<file path="src/rtl/frame_rotator.sv">
`default_nettype none
// ============================================================================
// Module   : frame_rotator
// Purpose  : Rotates NUM_FRAMES frame buffers between the input write DMA and
//            the output read DMA: collision avoidance, latest-frame selection,
//            drop/repeat, interlaced pairing and input-loss timeout.
//            Define FRAME_ROTATOR_STATS_EN to build the drop/repeat counters.
// Revision : 1.0 - initial release
// ============================================================================
module frame_rotator #(
    parameter int NUM_FRAMES     = 4,
    parameter int FRAME_BITS     = 2,
    parameter int INTERLACE      = 1,
    parameter int TIMEOUT_CYCLES = 2000000
) (
    input  logic                  mem_clk,
    input  logic                  rst,
    input  logic                  vin_vs,
    input  logic                  vin_f,
    input  logic                  vout_vs,
    input  logic                  freeze,
    input  logic                  stat_clr,
    output logic [FRAME_BITS-1:0] wr_frame_addr,
    output logic [FRAME_BITS-1:0] rd_frame_addr,
    output logic                  frame_wr_start,
    output logic                  frame_rd_start,
    output logic                  vin_lost,
    output logic [15:0]           drop_cnt,
    output logic [15:0]           repeat_cnt
);

    localparam int                    c_to_w     = $clog2(TIMEOUT_CYCLES + 1);
    localparam logic [c_to_w-1:0]     c_to_max   = c_to_w'(TIMEOUT_CYCLES);
    localparam logic [c_to_w-1:0]     c_to_one   = c_to_w'(1);
    localparam logic [FRAME_BITS-1:0] c_last     = FRAME_BITS'(NUM_FRAMES - 1);
    localparam logic [FRAME_BITS-1:0] c_fr_one   = FRAME_BITS'(1);
    localparam logic [0:0]            c_w_idle   = 1'b0;
    localparam logic [0:0]            c_w_active = 1'b1;

    function automatic logic [FRAME_BITS-1:0] f_inc(input logic [FRAME_BITS-1:0] x);
        return (x == c_last) ? '0 : x + c_fr_one;
    endfunction

    logic                  r_vin_vs_meta, r_vin_vs_sync, r_vin_vs_prev;
    logic                  r_vin_f_meta, r_vin_f_sync;
    logic                  r_vout_vs_meta, r_vout_vs_sync, r_vout_vs_prev;
    logic [0:0]            r_wstate;
    logic [FRAME_BITS-1:0] r_latest;
    logic                  r_latest_valid;
    logic [c_to_w-1:0]     r_to_cnt;

    logic                  w_vin_edge, w_vout_edge;
    logic                  w_read_take, w_read_rep, w_commit, w_drop;
    logic [FRAME_BITS-1:0] w_new_rd, w_c1, w_next_wr;

    always_ff @(posedge mem_clk or posedge rst) begin
        if (rst) begin
            r_vin_vs_meta  <= 1'b0;
            r_vin_vs_sync  <= 1'b0;
            r_vin_vs_prev  <= 1'b0;
            r_vin_f_meta   <= 1'b0;
            r_vin_f_sync   <= 1'b0;
            r_vout_vs_meta <= 1'b0;
            r_vout_vs_sync <= 1'b0;
            r_vout_vs_prev <= 1'b0;
        end else begin
            r_vin_vs_meta  <= vin_vs;
            r_vin_vs_sync  <= r_vin_vs_meta;
            r_vin_vs_prev  <= r_vin_vs_sync;
            r_vin_f_meta   <= vin_f;
            r_vin_f_sync   <= r_vin_f_meta;
            r_vout_vs_meta <= vout_vs;
            r_vout_vs_sync <= r_vout_vs_meta;
            r_vout_vs_prev <= r_vout_vs_sync;
        end
    end

    assign w_vin_edge  = r_vin_vs_sync & ~r_vin_vs_prev;
    assign w_vout_edge = r_vout_vs_sync & ~r_vout_vs_prev;

    // The read resolves first; the commit then steers around its result.
    assign w_read_take = w_vout_edge & ~freeze & r_latest_valid;
    assign w_read_rep  = w_vout_edge & ~freeze & ~r_latest_valid;
    assign w_new_rd    = w_read_take ? r_latest : rd_frame_addr;
    assign w_commit    = w_vin_edge & (r_wstate == c_w_active) &
                         ((INTERLACE == 0) | r_vin_f_sync);
    assign w_c1        = f_inc(wr_frame_addr);
    assign w_next_wr   = (w_c1 == w_new_rd) ? f_inc(w_c1) : w_c1;
    assign w_drop      = w_commit & r_latest_valid & ~w_read_take;

    always_ff @(posedge mem_clk or posedge rst) begin
        if (rst) begin
            r_wstate       <= c_w_idle;
            wr_frame_addr  <= '0;
            rd_frame_addr  <= '0;
            r_latest       <= '0;
            r_latest_valid <= 1'b0;
            frame_wr_start <= 1'b0;
            frame_rd_start <= 1'b0;
            vin_lost       <= 1'b0;
            r_to_cnt       <= '0;
        end else begin
            frame_wr_start <= w_vin_edge;
            frame_rd_start <= w_vout_edge;
            if (w_vout_edge && !freeze) begin
                rd_frame_addr <= w_new_rd;
            end
            if (w_commit) begin
                r_latest       <= wr_frame_addr;
                wr_frame_addr  <= w_next_wr;
                r_latest_valid <= 1'b1;
            end else if (w_read_take) begin
                r_latest_valid <= 1'b0;
            end
            // A vin edge in the saturating cycle wins and keeps the writer alive.
            if (w_vin_edge) begin
                r_to_cnt <= '0;
                vin_lost <= 1'b0;
                r_wstate <= c_w_active;
            end else if (r_to_cnt != c_to_max) begin
                r_to_cnt <= r_to_cnt + c_to_one;
                if (r_to_cnt == c_to_max - c_to_one) begin
                    vin_lost <= 1'b1;
                    r_wstate <= c_w_idle;
                end
            end
        end
    end

`ifdef FRAME_ROTATOR_STATS_EN
    always_ff @(posedge mem_clk or posedge rst) begin
        if (rst) begin
            drop_cnt   <= '0;
            repeat_cnt <= '0;
        end else if (stat_clr) begin
            drop_cnt   <= '0;
            repeat_cnt <= '0;
        end else begin
            if (w_drop && drop_cnt != 16'hFFFF) begin
                drop_cnt <= drop_cnt + 16'd1;
            end
            if (w_read_rep && repeat_cnt != 16'hFFFF) begin
                repeat_cnt <= repeat_cnt + 16'd1;
            end
        end
    end
`else
    logic w_unused_stats;
    assign w_unused_stats = stat_clr ^ w_drop ^ w_read_rep;
    assign drop_cnt       = '0;
    assign repeat_cnt     = '0;
`endif

endmodule
`default_nettype wire

</file>
<file path="config.mk">
export PLATFORM = sky130hd
export DESIGN_NAME = frame_rotator
export DESIGN_NICKNAME = d
export VERILOG_FILES = /design/src/rtl/frame_rotator.sv
export SDC_FILE = /design/constraint.sdc
export NUM_CORES = 1
export LEC_CHECK = 0
export CAP_MARGIN = 20
export CORE_MARGIN = 1
export CORE_UTILIZATION = 45
export DETAILED_ROUTE_END_ITERATION = 10
export GPL_TIMING_DRIVEN = 0
export PLACE_DENSITY = 0.79
export SYNTH_ARGS = -nofsm -noshare
export SYNTH_HDL_FRONTEND = slang
export SYNTH_SLANG_ARGS = --single-unit
</file>
<file path="constraint.sdc">
create_clock -name mem_clk -period 1.6 [get_ports mem_clk]
set_input_delay 0.24 -clock mem_clk [delete_from_list [all_inputs] [get_ports mem_clk]]
set_output_delay 0.24 -clock mem_clk [all_outputs]
set_load 0.05 [all_outputs]
</file>
==> impl_results.md, run 1 <==
- Final setup viols: 4
- Post-DP HPWL: 2580 µm
- Vias per inst: approximately 5
- Clock latency on the worst-skew pair: 290 ps
- Worst r2r src: r_to_cnt[12]$_DFFE_PP0P_
- Detailed-route via count: 1752
- CP arrival: 1910 ps
- Fillers: 361
- Flop2flop setup slack: -120 ps
- Met2 WL: 2530 µm
- Clock Pin Slew Worst Setup and Hold Paths: 80 ps
- Synthesized cell area: ~0.0021 mm²
- Cells after Synth: 214
- Max cap viols: 0
- FFs w/ async S/R, synth: 100%
- Synthesis-to-layout area growth: 38.1%
- Die span in y: 70.2 µm
- Die width: 70.2 µm
- Port bufs: 12
- # hold bufs at CTS: 0
- Share of cells above drive strength 1: 38.5%
- Met3 WL: 196 µm
- Worst Setup Slack, final: -121 ps
- CP Capture Point: r_wstate$_DFFE_PP0P_
- Final routed DRC violation total: 0
- Clock sink total: 40
- CP Launch Type: flip-flop
- CP Launch Point: r_to_cnt[12]$_DFFE_PP0P_
- Post-Route WL: approximately 4800 µm
- Failing checks: setup timing
- CTS Buf Count: 5
- Critical setup path kind: flip-flop to flip-flop
- Largest area contributor in the netlist: dfrtp_1
- Worst endpoint required time: 1790 ps
- Placed Instances: 309
- Fmax: just under 600 MHz
- Leak: 1.36 nW
- Dominant cells by area after synthesis: dfrtp_1, buf_4, a21oi_1
- Slew margin rel.: around 45%
- Final core area utilization: 65.4%
- Post-DR wirelength/cell: approximately 14 µm
- Synthesized area per cell: 9.78 µm²
- Slew Viols, Final: 0
- Tmin final: 1720 ps
- Run status: complete, but fails checks
- Total Nets Final: 310
- Number of synthesis warnings: 0
- Ant. Diodes: 0
- Post-synth EDFFs: 0
- Synth top cells by count: dfrtp_1, buf_4, nand2_1, nor2_1
- CTS tree: done
- Largest net degree at the start of global routing: 41
- GR Overflow Total: 0
- Count leader, synth: dfrtp_1
- Sequential area share after synthesis: 47.8%
- Ys flop type: dfrtp_1
- Fin crit share: 108%
- Max Used Layer: met4
- DR iter-0 viols: 77
- Wl on met1: between 1500 and 2000 µm
- Post-synth top area share: 47.8%
- Vias in the first global route: 1444
- Reg2Reg Capture Point: r_wstate$_DFFE_PP0P_
- First-pass GRT wire length: 6780 µm
- RePlAce Congestion: 0.857
- Worst Max-Slew Pin Slew: 818 ps
- Initial antenna violation count: 0
- Max FO, Critical Path: 4
- Maximum clock path buffer count: 2
- H-tree levels: 2
- Core Rows: 24
- I/O pin count: 46
- RSZ-0062 raised after global routing: yes
- Root Buffer: clkbuf_8
- All-Layer GR Usage: approximately 18%
- R2R depth: 4
- Hold Violations, Final: 0
- Cell Count, Final, Fillers Out: 353
- Post-synth cell types: 47
- DRT Pass-1 Iters: 4
- Initial core utilization: 47.4%
- Core area: about 0.0044 mm²
- VDD IR-drop max: 0.594 mV
- Routed Antenna Nets: 0
- Die area: around 0.0049 mm²
- P per Cell Area: 1110 mW/mm²
- CP endpoint kind: flip-flop
- Yosys reg bits: 40
- Clock Skew: 7.31 ps
- Worst Hold Class: flip-flop to flip-flop
## kinds of logic after synthesis
kind of cell               count (synthesis)  synth area share (%)
AOI/OAI and AO/OA                         28                  7.89
other                                      1                 0.179
DFF                                       40                  47.8
adders and majority gates                  3                  1.79
buffers and inverters                     47                  14.2
and+or+nand+nor                           83                  22.7
xor gates and xnor gates                   9                  3.77
muxes                                      3                  1.55
## registers in the layout (all words and copies together) (netlist names)
signal,flops
r_vout_vs_meta,1
r_vin_vs_sync,1
r_vin_f_sync,1
vin_lost,1
r_to_cnt,21
r_latest_valid,1
wr_frame_addr,2
r_vout_vs_prev,1
r_vin_f_meta,1
r_vin_vs_prev,1
r_wstate,1
rd_frame_addr,2
frame_wr_start,1
frame_rd_start,1
r_latest,2
r_vin_vs_meta,1
r_vout_vs_sync,1
## area by class of cell
class | instances | area, µm² | area share, %
Tap cell | 52 | 65.1 | 2.25
Inverter | 11 | 41.3 | 1.43
Buffer | 36 | 263 | 9.09
Multi-Input combinational cell | 158 | 1030 | 35.6
Sequential cell | 40 | 1010 | 35.0
Timing Repair Buffer | 48 | 382 | 13.2
Clock inverter | 2 | 15.0 | 0.520
Clock buffer | 6 | 82.6 | 2.86
## critical path, stage by stage (launching register included)
cell,delay [ps]
dfrtp_1,460
nor4b_2,340
nand4b_1,170
or4_4,460
a21o_1,190
## placed cells by master, fill, tap and decap left out, types with 6 or more instances in the layout
| cell | n |
|---|---|
| a21oi_1 | 9 |
| buf_4 | 69 |
| clkbuf_8 | 6 |
| conb_1 | 32 |
| dfrtp_1 | 31 |
| dfrtp_2 | 9 |
| dlygate4sd2_1 | 7 |
| inv_1 | 10 |
| nand2_1 | 13 |
| nand3_1 | 7 |
| nor2_1 | 13 |
| o21ai_0 | 6 |
## per-layer routing
metal / up-vias / GRT usage [%]
met4: 0 / 7.56
met1: 852 / 23.4
li1: 839 / -
met3: 16 / 4.18
met2: 45 / 28.5
met5: - / 0
## metrics by stage
step	setup WS (ps)	TNS, ps	instance area (µm²)	hold slack (ps)	power, mW
floorplan	-49.0	-92.2	2230	271	2.05
global placement	-520	-17440	2410	333	2.25
detailed placement	-242	-1540	2410	336	2.28
CTS	-31.7	-56.2	2710	355	3.06
global route	-164	-672	2890	368	3.37
finish	-121	-315	2890	353	3.21
## how the worst min path moves through the flow
stage / slack [ps] / start / cells after the start / to
2_1_floorplan: 270 / vin_f / 0 / r_vin_f_meta$_DFF_PP0_
4_1_cts: 350 / r_vout_vs_meta$_DFF_PP0_ / 0 / r_vout_vs_sync$_DFF_PP0_
5_1_grt: 370 / r_vout_vs_meta$_DFF_PP0_ / 0 / r_vout_vs_sync$_DFF_PP0_
3_3_place_gp: 330 / r_vin_f_meta$_DFF_PP0_ / 0 / r_vin_f_sync$_DFF_PP0_
3_5_place_dp: 340 / r_vout_vs_meta$_DFF_PP0_ / 0 / r_vout_vs_sync$_DFF_PP0_
6_report: 350 / r_vout_vs_meta$_DFF_PP0_ / 0 / r_vout_vs_sync$_DFF_PP0_
## what timing repair did
item / 4_1_cts / 5_1_grt
pin swaps: 8 / 8
endpoints found under the setup margin: 17 / 11
buffers inserted: 20 / 16
gates resized for setup: 22 / 17
endpoints found under the hold margin: 0 / 0
## where the power goes
| group | switching [mW] | total, mW | internal [mW] | leakage, nW |
|---|---|---|---|---|
| combinational | 0.704 | 1.20 | 0.493 | 0.820 |
| sequential | 0.148 | 1.29 | 1.14 | 0.502 |
| clock | 0.370 | 0.719 | 0.349 | 0.0434 |
| total | 1.22 | 3.21 | 1.99 | 1.36 |
No activity file was read; power rests on OpenSTA's default activity.
==> run 2: changes to the inputs <==
--- a/config.mk
+++ b/config.mk
@@ -9,7 +9,6 @@
 export CORE_MARGIN = 1
 export CORE_UTILIZATION = 45
 export DETAILED_ROUTE_END_ITERATION = 10
-export GPL_TIMING_DRIVEN = 0
 export PLACE_DENSITY = 0.79
 export SYNTH_ARGS = -nofsm -noshare
 export SYNTH_HDL_FRONTEND = slang
==> constraint.sdc (replaced) <==
create_clock -name mem_clk -period 1.6 [get_ports mem_clk]
set_input_delay 0.24 -clock mem_clk [delete_from_list [all_inputs] [get_ports mem_clk]]
set_output_delay 0.24 -clock mem_clk [all_outputs]
set_load 0.005 [all_outputs]
==> run 2 against run 1 <==
  * The run still ends with setup timing left
  * Sequential share of layout area is 2.0 points higher
  * Critical path depth did not move
  * Worst hold slack worse by 55 ps
  * First-iteration DRC count increased by 19%
  * Sequential cell count did not move
  * Clock power increased by 35%
  * Sequential power is essentially flat
  * Register-to-register slack improved by 80 ps
  * Utilization down 4.1 points
  * Critical endpoint unchanged
==> impl_results.md, run 2 (synthesis results as in run 1) <==
- Run status: complete, but fails checks (unchanged)
- Failing checks: setup timing (unchanged)
- Die span in y: 70.2 µm (unchanged)
- Fin crit share: 102% (was 108%)
- Pre-CTS setup slack: -307 ps (was -242 ps)
- Fmax: 610 MHz (was 581 MHz)
- Cell Count, Final, Fillers Out: 318 (was 353)
- Routed Antenna Nets: 0 (unchanged)
- VDD IR-drop max: 0.620 mV (was 0.594 mV)
- Leak: 1.22 nW (was 1.36 nW)
- # hold bufs at CTS: 0 (unchanged)
- GR Overflow Total: 0 (unchanged)
- Post-DR wirelength/cell: 13.9 µm (was 13.6 µm)
- CP arrival: 1820 ps (was 1910 ps)
- Initial core utilization: 47.4% (unchanged)
- RSZ-0062 raised after global routing: yes (unchanged)
- CP max stage cell: or4_4 (was dfrtp_1)
- Vias per inst: 5.07 (was 4.96)
- Die area: 0.00493 mm² (unchanged)
- Worst Hold Class: primary input to asynchronous set/reset pin (was flip-flop to flip-flop)
- CTS tree: done (unchanged)
- Tot Pwr: 3.10 mW (was 3.21 mW)
- Biggest register: r_to_cnt (unchanged)
- Port bufs: 12 (unchanged)
- Clock Skew: 3.80 ps (was 7.31 ps)
- Maximum clock path buffer count: 2 (unchanged)
- Share of cells above drive strength 1: 29.7% (was 38.5%)
- CTS Buf Count: 5 (unchanged)
- CP endpoint kind: flip-flop (unchanged)
- Die width: 70.2 µm (unchanged)
- H-tree levels: 2 (unchanged)
- Finished Cell Area: 0.00271 mm² (was 0.00289 mm²)
- Final routed DRC violation total: 0 (unchanged)
- Vias in the first global route: 1579 (was 1444)
- Max cap viols: 0 (unchanged)
- Final core area utilization: 61.3% (was 65.4%)
- Placed Instances: 304 (was 309)
- Clock latency on the worst-skew pair: 290 ps (about the same)
- Synthesis-to-layout area growth: 29.4% (was 38.1%)
- Clock Pin Slew Worst Setup and Hold Paths: 80 ps (about the same)
- Clock sink total: 40 (unchanged)
- Core Rows: 24 (unchanged)
- All-Layer GR Usage: 17.5% (was 17.9%)
- Worst-path cell chain: nor4bb_2 -> nand4b_1 -> or4_4 -> a21o_1 (was nor4b_2 -> nand4b_1 -> or4_4 -> a21o_1)
- Core area: 0.00441 mm² (unchanged)
- Post-DP HPWL: 2840 µm (was 2580 µm)
- Critical setup path kind: flip-flop to flip-flop (unchanged)
- CP max stage delay: 450 ps (was 460 ps)
- Hold Violations, Final: 0 (unchanged)
- Max reg flops: 21 (unchanged)
- Tmin final: 1640 ps (was 1720 ps)
- RePlAce Congestion: 0.840 (was 0.857)
- Ant. Diodes: 0 (unchanged)
- Slew Viols, Final: 0 (unchanged)
- Initial antenna violation count: 0 (unchanged)
- DR iter-0 viols: 92 (was 77)
- Worst Setup Slack, final: -38.9 ps (was -121 ps)
- P per Cell Area: 1150 mW/mm² (was 1110 mW/mm²)
- Max FO, Critical Path: 2 (was 4)
- CP Launch Type: flip-flop (unchanged)
- Total Nets Final: 276 (was 310)
- I/O pin count: 46 (unchanged)
- Most common cell after layout, fill and taps aside: dfrtp_1 (was buf_4)
- Final setup viols: 5 (was 4)
- Detailed-route via count: 1613 (was 1752)
- Post-Route WL: 4410 µm (was 4810 µm)
- Worst endpoint required time: 1780 ps (was 1790 ps)
- Placed Area: 0.00239 mm² (was 0.00241 mm²)
- First-pass GRT wire length: 6820 µm (was 6780 µm)
- Root Buffer: clkbuf_8 (unchanged)
- DRT Pass-1 Iters: 4 (unchanged)
- Most frequent cells in the layout: dfrtp_1, buf_4, conb_1 (was buf_4, conb_1, dfrtp_1)
- Largest net degree at the start of global routing: 41 (unchanged)
==> run 2: cell count changes in the layout (fill, tap and decap cells not counted), moves of 2 or more <==
cell             previous run  this run
a21oi_1                     9         6
a21oi_2                     2         5
buf_4                      69        34
buf_6                       0         3
bufinv_16                   0         2
clkdlybuf4s50_1             5        11
clkinvlp_4                  2         0
dfrtp_1                    31        38
dfrtp_2                     9         2
dlygate4sd2_1               7         0
or3_1                       3         0
or3_4                       1         4
==> run 2: worst max-delay path: cells and delay by family (launching register included) <==
family | cells | cell delay, ps
AOI/OAI and AO/OA | 1 | 200
DFF | 1 | 410
and+or+nand+nor | 3 | 920
==> run 2: layout make-up <==
| cell class | count | area, µm² |
|---|---|---|
| clock buffers | 5 | 68.8 |
| multi-input cells | 158 | 1040 |
| inverters | 11 | 41.3 |
| fillers | 352 | 1710 |
| repair buffers | 50 | 432 |
| flip-flops and latches | 40 | 1000 |
| well taps | 52 | 65.1 |
| clock inverters | 2 | 60.1 |
==> run 2: repair_timing <==
action / 4_1_cts / 5_1_grt
endpoints found under the hold margin: 0 / 0
resized for setup: 10 / 26
endpoints found under the setup margin: 5 / 15
pin swaps: 6 / 7
setup buffers: 2 / 5
==> run 2: metal layers <==
metal | track usage (%) | wire [µm] | part of all wire, % | vias to the layer above
met5 | 0 | 0 | 0 | -
met4 | 5.78 | 51 | 1.2 | 0
met3 | 5.92 | 108 | 2.5 | 8
met2 | 29.7 | 2420 | 55 | 31
met1 | 20.8 | 1830 | 41 | 802
li1 | - | - | - | 772
==> run 2: path summary, 6_finish.rpt <==
check	start	end	slack (ps)	cells after the start
worst max-delay path	r_to_cnt[14]$_DFFE_PP0P_	r_wstate$_DFFE_PP0P_	-40	4
worst min-delay path	rst	r_vout_vs_prev$_DFF_PP0_	300	3
worst max register to register	r_to_cnt[14]$_DFFE_PP0P_	r_wstate$_DFFE_PP0P_	-40	4
worst min register to register	r_vout_vs_meta$_DFF_PP0_	r_vout_vs_sync$_DFF_PP0_	350	0
max in group asynchronous	rst	r_to_cnt[5]$_DFFE_PP0P_	1090	3
min in group mem_clk	r_vout_vs_meta$_DFF_PP0_	r_vout_vs_sync$_DFF_PP0_	350	0
==> run 2: power by group <==
group	switching, mW	internal, mW	total [mW]
combinational	0.375	0.497	0.872
clock	0.354	0.614	0.968
sequential	0.129	1.13	1.26
total	0.859	2.24	3.10
==> run 2: per-stage QoR <==
| stage | setup TNS [ps] | hold WS (ps) |
|---|---|---|
| 2_1_floorplan | -56.5 | 271 |
| 3_3_place_gp | -181 | 334 |
| 3_5_place_dp | -533 | 335 |
| 4_1_cts | -61.9 | 312 |
| 5_1_grt | -894 | 326 |
| 6_report | -139 | 298 |
